[src/rtl/mmio_pkg.sv]
// mmio_pkg: shared definitions for the memory-mapped peripherals on the CPU
// data bus (LED, switches, UART transmitter).
//   - bus address map constants
//   - UART transmitter state encoding
//   - bit positions inside the UART status byte
package mmio_pkg;

    localparam logic [15:0] LED_ADDR  = 16'd999;
    localparam logic [15:0] SW_ADDR   = 16'd998;
    localparam logic [15:0] DATA_ADDR = 16'd997;
    localparam logic [15:0] STAT_ADDR = 16'd996;

    typedef enum logic [2:0] {
        IDLE,
        START,
        DATA,
        PARITY,
        STOP
    } uart_tx_state_t;

    localparam int ST_BUSY  = 0;
    localparam int ST_FULL  = 1;
    localparam int ST_EMPTY = 2;
    localparam int ST_OVF   = 3;
    localparam int ST_PAR   = 4;

endpackage

[src/rtl/sync_fifo.sv]
// sync_fifo: single-clock FIFO with registered pointers and a combinational
// head output (rdata shows the oldest entry whenever empty=0).
// Ports:
//   clk, rst        clock and synchronous active-high reset
//   push, wdata     write request and data; accepted when not full, or when
//                   a pop happens on the same edge
//   pop             remove the head entry (ignored when empty)
//   rdata           current head entry
//   full, empty     occupancy flags
//   count           number of stored entries, 0..DEPTH
// DEPTH must be a power of two >= 2 so the pointers wrap naturally.
module sync_fifo #(
    parameter int WIDTH = 8,
    parameter int DEPTH = 8
) (
    input  logic                     clk,
    input  logic                     rst,
    input  logic                     push,
    input  logic [WIDTH-1:0]         wdata,
    input  logic                     pop,
    output logic [WIDTH-1:0]         rdata,
    output logic                     full,
    output logic                     empty,
    output logic [$clog2(DEPTH):0]   count
);

    localparam int AW = $clog2(DEPTH);

    logic [WIDTH-1:0] mem [DEPTH];
    logic [AW-1:0]    wr_ptr;
    logic [AW-1:0]    rd_ptr;
    logic [AW:0]      cnt;
    logic             do_push;
    logic             do_pop;

    assign empty   = (cnt == '0);
    assign full    = (cnt == (AW+1)'(DEPTH));
    assign count   = cnt;
    assign rdata   = mem[rd_ptr];

    assign do_pop  = pop && !empty;
    assign do_push = push && (!full || do_pop);

    always_ff @(posedge clk) begin
        if (do_push) begin
            mem[wr_ptr] <= wdata;
        end
    end

    always_ff @(posedge clk) begin
        if (rst) begin
            wr_ptr <= '0;
            rd_ptr <= '0;
            cnt    <= '0;
        end else begin
            if (do_push) begin
                wr_ptr <= wr_ptr + 1'b1;
            end
            if (do_pop) begin
                rd_ptr <= rd_ptr + 1'b1;
            end
            case ({do_push, do_pop})
                2'b10:   cnt <= cnt + 1'b1;
                2'b01:   cnt <= cnt - 1'b1;
                default: cnt <= cnt;
            endcase
        end
    end

endmodule

[src/rtl/mmio_uart_tx.sv]
// mmio_uart_tx: memory-mapped UART transmitter (8N1, LSB first).
// The CPU stores bytes to DATA_ADDR; they are queued in a sync_fifo and
// shifted out on tx. STAT_ADDR reads back a status byte with RAM-like
// one-cycle latency and accepts an overflow-clear write (din[3]=1).
// Ports:
//   clk, rst   clock and synchronous active-high reset
//   addr, we   CPU bus address (valid every cycle) and write strobe
//   din        CPU write data
//   rd_data    registered status byte (0 when the previous addr was not STAT_ADDR)
//   rd_hit     registered: previous cycle's addr was STAT_ADDR
//   tx         serial line, idles high, driven from a register
// Status byte: bit0 busy, bit1 full, bit2 empty, bit3 overflow (sticky),
//   bit4 parity advertised, bits7:5 zero.
// Build option: define UART_TX_PARITY_EN to insert an even-parity bit
//   between the data bits and the stop bit (frame becomes 11 bit times).
module mmio_uart_tx #(
    parameter int          CLK_HZ    = 50000000,
    parameter int          BAUD      = 115200,
    parameter int          DEPTH     = 8,
    parameter logic [15:0] DATA_ADDR = 16'd997,
    parameter logic [15:0] STAT_ADDR = 16'd996
) (
    input  logic        clk,
    input  logic        rst,
    input  logic [15:0] addr,
    input  logic        we,
    input  logic [7:0]  din,
    output logic [7:0]  rd_data,
    output logic        rd_hit,
    output logic        tx
);

    import mmio_pkg::*;

    localparam int DIV  = (CLK_HZ + BAUD / 2) / BAUD;
    localparam int CW   = $clog2(DIV);
    localparam int CNTW = $clog2(DEPTH) + 1;

    uart_tx_state_t  state;
    logic [CW-1:0]   baud_cnt;
    logic [2:0]      bit_idx;
    logic [7:0]      shift;
`ifdef UART_TX_PARITY_EN
    logic            par_bit;
`endif
    logic            ovf;
    logic [7:0]      status;

    logic            push_req;
    logic            clr_req;
    logic            pop;
    logic            ovf_set;
    logic            bit_done;

    logic [7:0]      fifo_head;
    logic            fifo_full;
    logic            fifo_empty;
    logic [CNTW-1:0] fifo_count;

    assign push_req = we && (addr == DATA_ADDR);
    assign clr_req  = we && (addr == STAT_ADDR) && din[3];
    assign pop      = (state == IDLE) && !fifo_empty;
    // The FIFO accepts a push into a full queue only when the transmitter
    // drains an entry on the same edge; otherwise the byte is lost.
    assign ovf_set  = push_req && (fifo_count == CNTW'(DEPTH)) && !pop;
    assign bit_done = (baud_cnt == CW'(DIV - 1));

    sync_fifo #(
        .WIDTH (8),
        .DEPTH (DEPTH)
    ) u_fifo (
        .clk   (clk),
        .rst   (rst),
        .push  (push_req),
        .wdata (din),
        .pop   (pop),
        .rdata (fifo_head),
        .full  (fifo_full),
        .empty (fifo_empty),
        .count (fifo_count)
    );

    always_comb begin
        status           = '0;
        status[ST_BUSY]  = (state != IDLE);
        status[ST_FULL]  = fifo_full;
        status[ST_EMPTY] = fifo_empty;
        status[ST_OVF]   = ovf;
`ifdef UART_TX_PARITY_EN
        status[ST_PAR]   = 1'b1;
`endif
    end

    // tx is registered from the state held before each edge, so the line
    // lags the state by one clock: a pop at edge N+1 drives the start bit
    // from edge N+2, and every bit still lasts exactly DIV clocks.
    always_ff @(posedge clk) begin
        if (rst) begin
            state    <= IDLE;
            tx       <= 1'b1;
            baud_cnt <= '0;
            bit_idx  <= '0;
            shift    <= '0;
`ifdef UART_TX_PARITY_EN
            par_bit  <= 1'b0;
`endif
        end else begin
            case (state)
                IDLE: begin
                    tx <= 1'b1;
                    if (!fifo_empty) begin
                        shift    <= fifo_head;
`ifdef UART_TX_PARITY_EN
                        par_bit  <= ^fifo_head;
`endif
                        baud_cnt <= '0;
                        state    <= START;
                    end
                end
                START: begin
                    tx <= 1'b0;
                    if (bit_done) begin
                        baud_cnt <= '0;
                        bit_idx  <= '0;
                        state    <= DATA;
                    end else begin
                        baud_cnt <= baud_cnt + 1'b1;
                    end
                end
                DATA: begin
                    tx <= shift[0];
                    if (bit_done) begin
                        baud_cnt <= '0;
                        shift    <= shift >> 1;
                        bit_idx  <= bit_idx + 3'd1;
                        if (bit_idx == 3'd7) begin
`ifdef UART_TX_PARITY_EN
                            state <= PARITY;
`else
                            state <= STOP;
`endif
                        end
                    end else begin
                        baud_cnt <= baud_cnt + 1'b1;
                    end
                end
`ifdef UART_TX_PARITY_EN
                PARITY: begin
                    tx <= par_bit;
                    if (bit_done) begin
                        baud_cnt <= '0;
                        state    <= STOP;
                    end else begin
                        baud_cnt <= baud_cnt + 1'b1;
                    end
                end
`endif
                STOP: begin
                    tx <= 1'b1;
                    if (bit_done) begin
                        baud_cnt <= '0;
                        state    <= IDLE;
                    end else begin
                        baud_cnt <= baud_cnt + 1'b1;
                    end
                end
                default: begin
                    tx       <= 1'b1;
                    baud_cnt <= '0;
                    state    <= IDLE;
                end
            endcase
        end
    end

    always_ff @(posedge clk) begin
        if (rst) begin
            ovf     <= 1'b0;
            rd_hit  <= 1'b0;
            rd_data <= '0;
        end else begin
            // A drop on the same edge as a clear leaves the flag set.
            if (ovf_set) begin
                ovf <= 1'b1;
            end else if (clr_req) begin
                ovf <= 1'b0;
            end
            rd_hit  <= (addr == STAT_ADDR);
            rd_data <= (addr == STAT_ADDR) ? status : '0;
        end
    end

endmodule
[config.mk]
export PLATFORM = sky130hd
export DESIGN_NAME = mmio_uart_tx
export DESIGN_NICKNAME = d
export VERILOG_FILES = /design/src/rtl/mmio_pkg.sv /design/src/rtl/sync_fifo.sv /design/src/rtl/mmio_uart_tx.sv
export SDC_FILE = /design/constraint.sdc
export NUM_CORES = 1
export LEC_CHECK = 0
export CAP_MARGIN = 20
export CORE_ASPECT_RATIO = 0.9
export CORE_MARGIN = 8
export CORE_UTILIZATION = 55
export CTS_BUF_LIST = sky130_fd_sc_hd__clkbuf_2
export DETAILED_ROUTE_END_ITERATION = 10
export PLACE_DENSITY = 0.76
export SLEW_MARGIN = 20
export SYNTH_ARGS = -nofsm -noshare
export SYNTH_HDL_FRONTEND = slang
export SYNTH_HIERARCHICAL = 1
export SYNTH_SLANG_ARGS = --single-unit
export TNS_END_PERCENT = 1
[constraint.sdc]
create_clock -name clk -period 3.6 [get_ports clk]
set_input_delay 0.54 -clock clk [delete_from_list [all_inputs] [get_ports clk]]
set_output_delay 0.54 -clock clk [all_outputs]
set_load 0.05 [all_outputs]
After elaboration in Yosys (flattened, before gate mapping)

Memories as Yosys holds them, arrays and structs flattened. A register that Yosys moved wholly into a read port is not among the register bits.
Cells that the tools add are included.

Word-level logic and storage cells: 81
Bits in writable memories: 64
Register bits: 44
Input bits: 27
Memories kept: 1

Memories:

| name       | words | width | read ports | clocked after memory_dff | wr ports | line            | RTL |
|---|---|---|---|---|---|---|---|
| u_fifo.mem | 8     | 8     | 1          | 1                        | 1        | sync_fifo.sv:29 | `logic [WIDTH-1:0] mem [DEPTH];` |

Reductions and logical operators: 24
Muxes and demuxes: 22
Bitwise operators: 1
$add $sub $neg: 6
Equality and inequality tests: 15

Operators by type and width:

| cell                 | number |
|---|---|
| $eq 16x10->1 const B | 2 |
| $mux 3               | 8 |
| $mux 9               | 2 |
| $pmux 9 s2           | 1 |
| $mux 8               | 2 |
| $pmux 8 s2           | 1 |
| $pmux 3 s4           | 1 |
| $ne 2x2->1 const B   | 5 |
| $add 3x1->3 const B  | 3 |
| $add 9x1->9 const B  | 1 |
| $eq 9x9->1 const B   | 1 |
| $logic_and 1x1->1    | 8 |
| $pmux 4 s2           | 1 |
| $reduce_bool 2->1    | 4 |
| $eq 3x3->1 const B   | 2 |
| $pmux 3 s2           | 1 |
| $reduce_and 3->1     | 2 |
| $reduce_and 5->1     | 1 |
| $add 4x1->4 const B  | 1 |
| $eq 4x4->1 const B   | 1 |
| $logic_not 4->1      | 1 |
| $mux 1               | 4 |
| $sub 4x1->4 const B  | 1 |
| $eq 3x1->1 const B   | 1 |
| 11 further kinds     | 13 |

Logic depth before layout (Yosys ltp)

Word-level depth: 8
Depth in mapped cells: 14
Mapped depth without buffers: 13

By module

Netlist, hierarchy kept.

Modules (own cells, without submodules):

| module       | instances | cells an instance | seq. area each (um2) | area each (um2) |
|---|---|---|---|---|
| sync_fifo    | 1         | 176               | 2182.1               | 3203.1 |
| mmio_uart_tx | 1         | 173               | 600.6                | 1554.0 |

Least setup slack after synthesis

No wires, ideal clock.

Path type: input -> register
Start: input addr[1]
End: memory u_fifo.mem[0][0] (enable)
Required time: 3.205 ns
Stages on the path: 6
Setup time: 0.395 ns
Data arrival time: 2.401 ns
Slack: 0.805 ns
Cell sequence: nor4b_1 -> and4_1 -> and2_1 -> buf_2 -> o21ai_4 -> nor4_1

Word-level cells in the longest chain between the ends: 5

RTL lines:

| what                         | line               | RTL |
|---|---|---|
| start, declared              | mmio_uart_tx.sv:25 | `input logic [15:0] addr,` |
| $eq 16x10->1                 | mmio_uart_tx.sv:60 | `assign push_req = we && (addr == DATA_ADDR);` |
| $logic_and 1x1->1            | mmio_uart_tx.sv:60 |  |
| net push_req                 | mmio_uart_tx.sv:49 | `logic push_req;` |
| $logic_and 1x1->1            | sync_fifo.sv:42    | `assign do_push = push && (!full \|\| do_pop);` |
| $mux 1                       | sync_fifo.sv:45    | `if (do_push) begin` |
| $mux 1 (implied by the code) | sync_fifo.sv:46    | `mem[wr_ptr] <= wdata;` |
| end, declared                | sync_fifo.sv:29    |  |

The timed path passes the listed nets, and every way through them passes these cells.

Worst setup path in the final report

Start: register u_fifo.cnt[1] (netlist: u_fifo/count[1])
End: register u_fifo.cnt[3] (netlist: u_fifo/count[3])

Word-level cells in the longest chain between the ends: 8
Elaborated cells on any way between the ends: 14

RTL lines:

| what                                            | line               | RTL |
|---|---|---|
| start, declared                                 | sync_fifo.sv:32    | `logic [AW:0] cnt;` |
| start signal, assigned                          | sync_fifo.sv:63    | `2'b10: cnt <= cnt + 1'b1;` |
| start signal, assigned                          | sync_fifo.sv:64    | `2'b01: cnt <= cnt - 1'b1;` |
| start signal, assigned                          | sync_fifo.sv:65    | `default: cnt <= cnt;` |
| $logic_not 4->1 *                               | sync_fifo.sv:36    | `assign empty = (cnt == '0);` |
| net fifo_empty                                  | mmio_uart_tx.sv:57 | `logic fifo_empty;` |
| $logic_not 1->1 *                               | mmio_uart_tx.sv:62 | `assign pop = (state == IDLE) && !fifo_empty;` |
| $logic_and 1x1->1 *                             | mmio_uart_tx.sv:62 |  |
| net pop                                         | mmio_uart_tx.sv:51 | `logic pop;` |
| $logic_and 1x1->1 *                             | sync_fifo.sv:41    | `assign do_pop = pop && !empty;` |
| $logic_or 1x1->1                                | sync_fifo.sv:42    |  |
| $logic_and 1x1->1                               | sync_fifo.sv:42    |  |
| $eq 2x1->1 or $eq 2x2->1 (tied branches)        | sync_fifo.sv:62    | `case ({do_push, do_pop})` |
| $pmux 4 s2 or $reduce_bool 2->1 (tied branches) | -                  |  |

Mark *: on every way through the listed nets, which the timed path passes. The rest lies on a longest branch.
A chain may end at the register's enable or synchronous reset.

==> flow_metrics.py <==
metrics = {
    "pwr": {
        "ir_drop_v": 0.0002211,
        "leakagePower_uw": 0.001754,
        "power_density_nw_per_um2": 357.0,
    },
    "synthesis": {
        "synth_edf_count": 64,
        "yosysTopAreaCellShare_pct": 40.40,
        "synth_ff_type": "edfxtp_1",
        "synthTopCellsByCount": "64 x edfxtp_1, 43 x dfxtp_1, 36 x nor2_1",
        "synth_compound_area_share_pct": 7.628,
        "yosysTopAreaCell": "edfxtp_1",
        "synthTopCellsByArea": "edfxtp_1 40%, dfxtp_1 18%, mux4_1 5.5%, nor2_1 2.8%, mux4_2 2.8%",
        "yosys_register_bits": 107,
        "ys_types": 63,
        "yosys_warnings": 6,
        "yosys.area_share.simple_pct": 13.57,
        "synth_top_family_by_area": "simple AND/OR/NAND/NOR gates",
        "async_flop_share_pct": 0,
        "synthXorXnorAreaFrac_pct": 2.762,
        "synth_area_per_cell_um2": 13.63,
        "synth_fa_ha_area_share_pct": 2.525,
        "syn_inst": 349,
        "syn_area_um2": 4757,
        "synth_mux_area_share_pct": 10.89,
        "ys_seq_area_share_pct": 58.50,
        "synth.most_common_cell": "edfxtp_1",
    },
    "global_route": {
        "grt_overflow_total": 0,
        "grt_max_degree": 21,
        "grt_usage_pct": 15.52,
        "antenna_found_initial": 0,
        "grt_pass1_vias": 2828,
        "grt_pass1_wl_um": 14310,
    },
    "clock_tree": {
        "clk_pin_slew_ns": 0.31,
        "numCtsBuffers": 9,
        "post_cts_buffers": 0,
        "cts_sinks": 107,
        "insertion_delay_ns": 0.59,
        "clock_path_buffers": 2,
        "cts_max_level": 3,
        "cts-root-buf": "clkbuf_2",
        "cts_tree": "built",
    },
    "sta": {
        "worstMarginPinSlew_ns": 0.7316,
        "fin_crit_ns": 3.313,
        "finalCritPeriodShare_pct": 92.03,
        "relSlewSlack_pct": 51.16,
        "drv_slew": 0,
        "setup_viol": 0,
        "skew_ns": 0.04038,
        "setup_tns_ns": 0,
        "clock.fmax_ghz": 0.3018,
        "finalHoldViolations": 0,
        "rsz0062_at_grt": "false",
    },
    "drt": {
        "drc": 0,
        "totalWireLength_um": 8633,
        "wl_per_cell_um": 16.96,
        "via_count": 2860,
        "vias_per_cell": 5.619,
        "drtAntennaViolNets": 0,
        "drtIter0Drc": 195,
        "drt_pass1_iterations": 5,
    },
    "die": {
        "die_h_um": 104.2,
        "io_pins": 37,
        "coreArea_um2": 8488,
        "row_count": 32,
        "design.die.area_um2": 11890,
        "die_w_um": 114.0,
        "start_util_pct": 56.04,
    },
    "place": {
        "port_buffers": 32,
        "placedCellCount": 493,
        "post_dp_cell_area_um2": 5169,
        "hpwl_um": 6091,
        "gp_congestion": 0.8348,
    },
    "cells_and_area": {
        "final_cells": 509,
        "drive_gt1_share_pct": 14.36,
        "fill_cells": 666,
        "final_core_util_pct": 62.25,
        "multiInputGateArea_um2": 1793,
        "syn2layout_area_growth_pct": 11.07,
        "seq_area_um2": 2784,
        "n_antenna_cell": 0,
        "final_area_um2": 5284,
        "nNetsFinal": 421,
    },
    "setup_path": {
        "worstSetupPathType": "register to register",
        "cp_data_required_time_ns": 4.13,
        "cpLargestDelayFamily": "simple AND/OR/NAND/NOR gates",
        "arrival_ns": 3.84,
        "path_buf_inv": 2,
        "crit_path_top_delay_cell": "dfxtp_1",
        "crit_path_end_kind": "register",
        "crit_top_cell": "nor2_1",
        "crit_chain": "or3_1 -> nor2_1 -> nor2_1 -> nand2_1 -> inv_2 -> o21ai_2 -> or2_2 -> inv_1 -> ha_1 -> a21oi_1 -> nor4bb_1 -> o21bai_1 -> a31oi_1",
        "start_kind": "register",
        "slowest_delay_ns": 0.54,
        "path_max_fanout": 17,
    },
    "run_status": {
        "status": "complete, no violations",
    },
    "run": {
        "max_cap_violations": 0,
    },
    "worst_hold_path": {
        "hp-class": "register to register",
    },
}
## worst reg2reg max path, stage by stage, from the launching register on
cell	delay [ns]
dfxtp_1	0.54
or3_1	0.34
nor2_1	0.12
nor2_1	0.15
nand2_1	0.22
inv_2	0.30
o21ai_2	0.14
or2_2	0.31
inv_1	0.10
ha_1	0.27
a21oi_1	0.27
nor4bb_1	0.27
o21bai_1	0.11
a31oi_1	0.14
## area by class of cell
| cell class | count | area share (%) |
|---|---|---|
| clock inverters | 7 | 1.302 |
| multi-input cells | 214 | 33.93 |
| clock buffers | 9 | 0.8525 |
| repair buffers | 44 | 7.767 |
| inverters | 9 | 0.6394 |
| well taps | 119 | 2.818 |
| flip-flops and latches | 107 | 52.69 |
## power by group
group	switching, µW	total (µW)	internal [µW]
registers	0.000514	1300	1300
clock network	416	528	112
logic	31.8	60.7	28.8
total	448	1890	1440
## repair_timing
| action | CTS | global route |
|---|---|---|
| hold buffers | 0 | 0 |
| hold endpoints to repair | 0 | 0 |
| endpoints found under the setup margin | 0 | 1 |
| resized for setup | 0 | 1 |
## layout by cell type, fill, tap and decap left out, types with 3 or more instances in the layout
cell,n
edfxtp_1,64
dfxtp_1,42
nor2_1,36
clkdlybuf4s50_1,32
nor3_1,13
buf_4,12
xnor2_1,11
a21oi_1,10
mux4_1,10
nand3_1,9
clkbuf_2,9
nand2_1,8
inv_1,8
a211oi_1,8
ha_1,8
mux2_2,8
a221oi_1,7
mux4_2,6
nand2b_1,5
nand4_1,5
and2b_1,5
and2_1,4
nor2b_1,4
o21ai_0,4
conb_1,4
xor2_1,4
nand3b_1,3
nor4_1,3
o211ai_1,3
mux2i_1,3
## metrics by stage
stage               hold slack, ns  power (µW)  setup WS (ns)
floorplan                   0.4225        1343         0.8045
CTS                         0.4718        1907         0.2977
finish                      0.4718        1886         0.2870
detailed placement          0.4728        1382         0.3651
global route                0.4944        1955       0.007766
global placement            0.4602        1380         0.5665
## final timing paths
check                                    start                            to  slack (ns)  cells after the start
setup / recovery  u_fifo/count[1]$_SDFFE_PP0P_  u_fifo/count[3]$_SDFFE_PP0P_        0.29                     13
hold / removal                ovf$_SDFFE_PP0P_         rd_data[3]$_SDFF_PP0_        0.47                      2
hold reg to reg               ovf$_SDFFE_PP0P_         rd_data[3]$_SDFF_PP0_        0.47                      2
setup reg to reg  u_fifo/count[1]$_SDFFE_PP0P_  u_fifo/count[3]$_SDFFE_PP0P_        0.29                     13
## flip-flops by register name, summed over array words and instances, names as in the netlist, named ones only
name           cells
u_fifo/rd_ptr      3
u_fifo/wr_ptr      3
bit_idx            3
u_fifo/mem        64
state              3
ovf                1
u_fifo/count       4
baud_cnt           9
rd_data            4
shift              8
tx                 1
rd_hit             1
## routing by layer
| layer | track usage [%] | up-vias | routed length (µm) |
|---|---|---|---|
| li1 | - | 1396 | - |
| met1 | 19.49 | 1392 | 3702 |
| met2 | 25.45 | 59 | 4381 |
| met3 | 3.889 | 13 | 416 |
| met4 | 5.223 | 0 | 132 |
| met5 | 0 | - | 0 |
## kinds of logic after synthesis
logic type,count (synthesis)
mux,27
flops,107
buf+inv,31
xor+xnor,15
compound gates,47
fa+ha+maj,9
other cells,1
simple gates,112
Note: power is estimated with default switching activity, not from simulation.
